<file path="config.mk">
export PLATFORM = sky130hd
export DESIGN_NAME = bcd_mem_sequencer_flat
export DESIGN_NICKNAME = d
export VERILOG_FILES = /design/src/rtl/bcd_mem_sequencer_if.sv /design/src/rtl/bcd_mem_sequencer.sv /design/src/flat_wrapper.sv
export SDC_FILE = /design/constraint.sdc
export NUM_CORES = 1
export LEC_CHECK = 0
export ABC_AREA = 1
export CORE_MARGIN = 2
export CORE_UTILIZATION = 46
export DETAILED_ROUTE_END_ITERATION = 8
export PLACE_DENSITY_LB_ADDON = 0.25
export SLEW_MARGIN = 20
export SYNTH_ARGS = -nofsm -noshare
export SYNTH_HDL_FRONTEND = slang
export SYNTH_SLANG_ARGS = --single-unit
</file>
<file path="constraint.sdc">
create_clock -name clk -period 2.4 [get_ports clk]
set_input_delay 0.72 -clock clk [delete_from_list [all_inputs] [get_ports clk]]
set_output_delay 0.72 -clock clk [all_outputs]
set_load 0.03 [all_outputs]
</file>
<file path="src/rtl/bcd_mem_sequencer_if.sv">
// Write-side bus of bcd_mem_sequencer: request, snapshot fields, ready handshake
// and the registered write port toward the RTC register memory.
interface bcd_mem_sequencer_if #(
    parameter int NUM_FIELDS = 6,
    parameter int FIELD_W    = 8,
    parameter int ADDR_W     = 4
);
    logic                          start_i;
    logic [NUM_FIELDS*FIELD_W-1:0] fields_i;
    logic                          mem_ready_i;
    logic [ADDR_W-1:0]             addr_o;
    logic [FIELD_W-1:0]            data_o;
    logic                          write_en_o;
    logic                          busy_o;
    logic                          done_o;

    modport master (
        output start_i, fields_i, mem_ready_i,
        input  addr_o, data_o, write_en_o, busy_o, done_o
    );

    modport slave (
        input  start_i, fields_i, mem_ready_i,
        output addr_o, data_o, write_en_o, busy_o, done_o
    );
endinterface

</file>
<file path="src/rtl/bcd_mem_sequencer.sv">
// Copies a one-cycle snapshot of NUM_FIELDS BCD fields to BASE_ADDR.. under a ready handshake.
// Optional macro CHANGED_ONLY_EN: suppress writes of fields equal to the last value written.
module bcd_mem_sequencer #(
    parameter int NUM_FIELDS = 6,
    parameter int FIELD_W    = 8,
    parameter int ADDR_W     = 4,
    parameter int BASE_ADDR  = 0
) (
    input  logic                  clk,
    input  logic                  rst,
    bcd_mem_sequencer_if.slave    bus
);
    localparam int IDX_W = (NUM_FIELDS > 1) ? $clog2(NUM_FIELDS) : 1;
    localparam logic [IDX_W-1:0]  LAST_IDX = IDX_W'(NUM_FIELDS - 1);
    localparam logic [ADDR_W-1:0] BASE     = ADDR_W'(BASE_ADDR);

    if (BASE_ADDR + NUM_FIELDS - 1 >= (1 << ADDR_W)) begin : g_addr_check
        $error("bcd_mem_sequencer: BASE_ADDR+NUM_FIELDS-1 does not fit in ADDR_W bits");
    end

    typedef enum logic {IDLE, WRITE} state_t;

    state_t                          state_q, state_d;
    logic [IDX_W-1:0]                idx_q, idx_d, idx_nxt;
    logic                            pending_q, pending_d;
    logic [NUM_FIELDS*FIELD_W-1:0]   snap_q, snap_d;
    logic [ADDR_W-1:0]               addr_q, addr_d;
    logic [FIELD_W-1:0]              data_q, data_d;
    logic                            we_q, we_d;
    logic                            done_q, done_d;
    logic                            advance, accept;
    logic                            need_first, need_next;

    logic [FIELD_W-1:0] in_f   [NUM_FIELDS];
    logic [FIELD_W-1:0] snap_f [NUM_FIELDS];

    for (genvar g = 0; g < NUM_FIELDS; g++) begin : g_fields
        assign in_f[g]   = bus.fields_i[g*FIELD_W +: FIELD_W];
        assign snap_f[g] = snap_q[g*FIELD_W +: FIELD_W];
    end

    assign idx_nxt = idx_q + IDX_W'(1);
    assign accept  = (state_q == WRITE) && we_q && bus.mem_ready_i;
    // A suppressed field (write_en low) still occupies one cycle, then moves on.
    assign advance = (state_q == WRITE) && (!we_q || bus.mem_ready_i);

`ifdef CHANGED_ONLY_EN
    logic [FIELD_W-1:0] shadow_q [NUM_FIELDS];
    logic               shadow_valid_q;

    assign need_first = !shadow_valid_q || (in_f[0] != shadow_q[0]);
    assign need_next  = !shadow_valid_q || (snap_f[idx_nxt] != shadow_q[idx_nxt]);

    always_ff @(posedge clk or posedge rst) begin
        if (rst) begin
            for (int unsigned i = 0; i < NUM_FIELDS; i++) shadow_q[i] <= '0;
            shadow_valid_q <= 1'b0;
        end else begin
            if (accept) shadow_q[idx_q] <= data_q;
            if (done_d) shadow_valid_q <= 1'b1;
        end
    end
`else
    assign need_first = 1'b1;
    assign need_next  = 1'b1;
`endif

    always_comb begin
        state_d   = state_q;
        idx_d     = idx_q;
        pending_d = pending_q;
        snap_d    = snap_q;
        addr_d    = addr_q;
        data_d    = data_q;
        we_d      = we_q;
        done_d    = 1'b0;
        case (state_q)
            IDLE: begin
                if (bus.start_i || pending_q) begin
                    snap_d    = bus.fields_i;
                    pending_d = 1'b0;
                    idx_d     = '0;
                    state_d   = WRITE;
                    addr_d    = BASE;
                    data_d    = in_f[0];
                    we_d      = need_first;
                end
            end
            WRITE: begin
                if (bus.start_i) pending_d = 1'b1;
                if (advance) begin
                    if (idx_q == LAST_IDX) begin
                        we_d    = 1'b0;
                        done_d  = 1'b1;
                        state_d = IDLE;
                    end else begin
                        idx_d  = idx_nxt;
                        addr_d = BASE + ADDR_W'(idx_nxt);
                        data_d = snap_f[idx_nxt];
                        we_d   = need_next;
                    end
                end
            end
            default: state_d = IDLE;
        endcase
    end

    always_ff @(posedge clk or posedge rst) begin
        if (rst) begin
            state_q   <= IDLE;
            idx_q     <= '0;
            pending_q <= 1'b0;
            snap_q    <= '0;
            addr_q    <= '0;
            data_q    <= '0;
            we_q      <= 1'b0;
            done_q    <= 1'b0;
        end else begin
            state_q   <= state_d;
            idx_q     <= idx_d;
            pending_q <= pending_d;
            snap_q    <= snap_d;
            addr_q    <= addr_d;
            data_q    <= data_d;
            we_q      <= we_d;
            done_q    <= done_d;
        end
    end

    assign bus.addr_o     = addr_q;
    assign bus.data_o     = data_q;
    assign bus.write_en_o = we_q;
    assign bus.busy_o     = (state_q == WRITE);
    assign bus.done_o     = done_q;
endmodule

</file>
<file path="src/flat_wrapper.sv">
// flat-port wrapper written by rule: the top's interface ports become plain ports
module bcd_mem_sequencer_flat 
#(
    parameter int NUM_FIELDS = 6,
    parameter int FIELD_W    = 8,
    parameter int ADDR_W     = 4,
    parameter int BASE_ADDR  = 0
)
  (clk, rst, bus_start_i, bus_fields_i, bus_mem_ready_i, bus_addr_o, bus_data_o, bus_write_en_o, bus_busy_o, bus_done_o);
  bcd_mem_sequencer_if #(.NUM_FIELDS(NUM_FIELDS), .FIELD_W(FIELD_W), .ADDR_W(ADDR_W)) bus_i ();
  input  logic clk;
  input  logic rst;
  input wire logic [$bits(bus_i.start_i)-1:0] bus_start_i;
  input wire logic [$bits(bus_i.fields_i)-1:0] bus_fields_i;
  input wire logic [$bits(bus_i.mem_ready_i)-1:0] bus_mem_ready_i;
  output wire logic [$bits(bus_i.addr_o)-1:0] bus_addr_o;
  output wire logic [$bits(bus_i.data_o)-1:0] bus_data_o;
  output wire logic [$bits(bus_i.write_en_o)-1:0] bus_write_en_o;
  output wire logic [$bits(bus_i.busy_o)-1:0] bus_busy_o;
  output wire logic [$bits(bus_i.done_o)-1:0] bus_done_o;
  assign bus_i.start_i = bus_start_i;
  assign bus_i.fields_i = bus_fields_i;
  assign bus_i.mem_ready_i = bus_mem_ready_i;
  assign bus_addr_o = bus_i.addr_o;
  assign bus_data_o = bus_i.data_o;
  assign bus_write_en_o = bus_i.write_en_o;
  assign bus_busy_o = bus_i.busy_o;
  assign bus_done_o = bus_i.done_o;
  bcd_mem_sequencer #(.NUM_FIELDS(NUM_FIELDS), .FIELD_W(FIELD_W), .ADDR_W(ADDR_W), .BASE_ADDR(BASE_ADDR)) u_core (.clk(clk), .rst(rst), .bus(bus_i));
endmodule
</file>
==> out/qor.csv, run 1 <==
stage,metric,value,unit
global_routing,grt_start_max_net_pins,64,
setup_path,cp-start-kind,flip-flop,
yosys,yosys-top-cells-area,"dfrtp_1 51%, nand2_1 12%, nor2_1 8.2%",
yosys,yosysSeqAreaShare,51.09,%
timing,drv_slew,0,
timing,finalHoldViolCount,0,
timing,fmax,443.4,MHz
place,gp_congestion,0.7728,
final_layout,final_area,0.003993,mm^2
setup_path,cp.arrival,1.54,ns
clock_network,cts_made_buffers,9,
pwr,finalPower,5.498,mW
clock_network,cts_resized,0,
yosys,yosysUniqueCellTypes,21,
yosys,synthAdderAreaFrac,0.8110,%
global_routing,grt_pass1_vias,2532,
yosys,syn_area,0.003085,mm^2
final_layout,antenna_cells,0,
yosys,ys_ff_latch,63,
die,die-width,85.90,um
global_routing,grt_pass1_wl,11720,um
run,maxCapViolations,0,
yosys,yosys.area.top_type_share,51.09,%
timing,setup-violations-final,0,
yosys,synth_xor_area_share,0,%
yosys,yosys.area_share.simple,24.53,%
clock_network,htree_levels,3,
die,num_rows,29,
global_routing,grt_antenna_before_repair,0,
die,dieArea,0.007379,mm^2
run_status,failed_checks,DRC,
clock_network,clkSinkCount,63,
yosys,synth.mux.area_fraction,2.920,%
drt,vias,2663,
clock_network,cts_tree,done,
die,coreArea,0.006422,mm^2
yosys,synth_area_per_cell,7.694,um^2
setup_path,path_cells,clkdlybuf4s50_1,
yosys,syn_inst,401,
global_routing,track_usage,20.38,%
final_layout,drive_above_1_share,7.051,%
clock_network,cts_hold_buf,0,
drt,drt_pass1_iterations,9,
timing,fin_crit,2.256,ns
yosys,syn-num-nets,455,
final_layout,final_cell_mix,"102 x nand2_1, 67 x nor2_1, 64 x clkdlybuf4s50_1, 63 x dfrtp_1, 60 x inv_1",
worst_hold_path,hold_path.class,reg2reg,
setup_path,endpoint_kind,output pin,
timing,rsz0062_at_grt,false,
die,initial_core_util,48.04,%
run_status,status,finished with violations,
drt,viasPerCell,4.886,
pwr,leakagePower,2.094,nW
pwr,max-vdd-ir-drop,0.9717,mV
drt,drtIter0Drc,236,
yosys,synth_compound_area_share,9.165,%
die,io_pins,67,
timing,setup-tns-final,0,ns
setup_path,critical_path_class,reg2out,
yosys,post-synth-top-area-cell,dfrtp_1,
drt,wl_per_cell,12.76,um
final_layout,area_delta_synth_final,29.40,%
setup_path,path_max_fanout,7,
place,hpwlAfterDp,4776,um
clock_network,cts_setup_buffers,0,
setup_path,cp.buffers_inverters,1,
place,placed_area,0.003784,mm^2
yosys,yosysWarnings,0,
clock_network,cts_root_buf,clkbuf_8,
timing,skew,0.01069,ns
drt,ant_nets,0,
timing,finalCritPeriodShare,93.98,%
drt,wirelength,6955,um
setup_path,slowest_delay,0.73,ns
final_layout,num-fill-cells,580,
setup_path,required,1.68,ns
clock_network,cts_buffer_depth,2,
clock_network,clk_latency,0.34,ns
global_routing,overflow,0,
timing,finalHoldWorstSlack,0.4842,ns
die,die_h,85.90,um
final_layout,nets,517,
place,port_buffers,65,
setup_path,crit_slowest_cell,clkdlybuf4s50_1,
pwr,powerDensity,1377,mW/mm^2
clock_network,clkTransAtPathRegs,0.07,ns
yosys,synth_top_family_by_area,simple AND/OR/NAND/NOR gates,
drt,drc_errors,3,
final_layout,mostFrequentLayoutCell,nand2_1,
setup_path,cpLargestDelayFamily,buffers and inverters,
-- cells in the mapped netlist --
master and count:
conb_1 1, nand2_2 1, mux2_2 8, nand2_4 1, o21ai_1 2, nor2_1 67, clkinv_1 1, inv_1 61
inv_2 1, a21oi_1 42, nand2_1 102, buf_4 5, dfrtp_1 63, clkbuf_1 1, buf_6 2, o21ai_4 1
ha_1 2, o22ai_1 1, nand3_1 21, buf_2 10, o21ai_0 8
-- layer usage --
metal	routed length [um]	vias to the layer above	GRT usage (%)
li1	-	1342	-
met1	3217	1244	27.83
met2	3273	66	31.71
met3	356	11	4.042
met4	108	0	8.802
met5	0	-	0
-- metrics by stage --
step,util [%],setup WS [ns],cells
CTS,62.17,0.1379,545
global placement,58.91,0.2526,529
floorplan,-,0.1103,401
detailed placement,58.91,0.2259,529
global route,62.17,0.1048,545
finish,62.17,0.1445,545
-- final cells by class --
cell class,count,area [um^2],share of cell area [%]
well taps,77,96.34,2.413
clock buffers,13,168.9,4.231
clock inverters,3,40.04,1.003
inverters,63,236.5,5.923
flip-flops and latches,63,1577,39.49
multi-input cells,257,1159,29.02
repair buffers,69,715.7,17.93
-- flip-flops by register name, summed over array words and instances (netlist names) --
name,count
u_core.bus.addr_o,3
u_core.bus.busy_o,1
u_core.bus.data_o,8
u_core.bus.done_o,1
u_core.bus.write_en_o,1
u_core.pending_q,1
u_core.snap_q,48
-- logic make-up after synthesis --
family | after synthesis
AO/OA/AOI/OAI | 54
adder cells (fa/ha/maj) | 2
buffers and inverters | 81
flip-flops | 63
multiplexers | 8
other | 1
AND/OR/NAND/NOR | 192
-- final timing paths --
| kind | start | endpoint | slack (ns) | cells after the start |
|---|---|---|---|---|
| worst max-delay path | u_core.bus.busy_o$_DFF_PP0_ | bus_busy_o | 0.14 | 1 |
| worst min-delay path | u_core.bus.data_o[0]$_DFFE_PP0P_ | u_core.bus.data_o[0]$_DFFE_PP0P_ | 0.48 | 2 |
| worst max register to register | u_core.bus.addr_o[1]$_DFFE_PP0P_ | u_core.bus.data_o[3]$_DFFE_PP0P_ | 0.55 | 9 |
| worst min register to register | u_core.bus.data_o[0]$_DFFE_PP0P_ | u_core.bus.data_o[0]$_DFFE_PP0P_ | 0.48 | 2 |
| max in group asynchronous | rst | u_core.snap_q[4]$_DFFE_PP0P_ | 1.35 | 3 |
| min in group asynchronous | rst | u_core.snap_q[35]$_DFFE_PP0P_ | 0.77 | 3 |
-- where the power goes --
group | switching (mW) | internal, mW
clock | 0.404 | 0.562
combinational | 1.71 | 1.03
sequential | 0.209 | 1.58
No activity file was read; power rests on OpenSTA's default activity.
==> run 2, diff against run 1 <==
- CAP_MARGIN: default -> 25
==> results of run 2 <==
The final DEF is identical to that of run 1; final timing and power are the same.
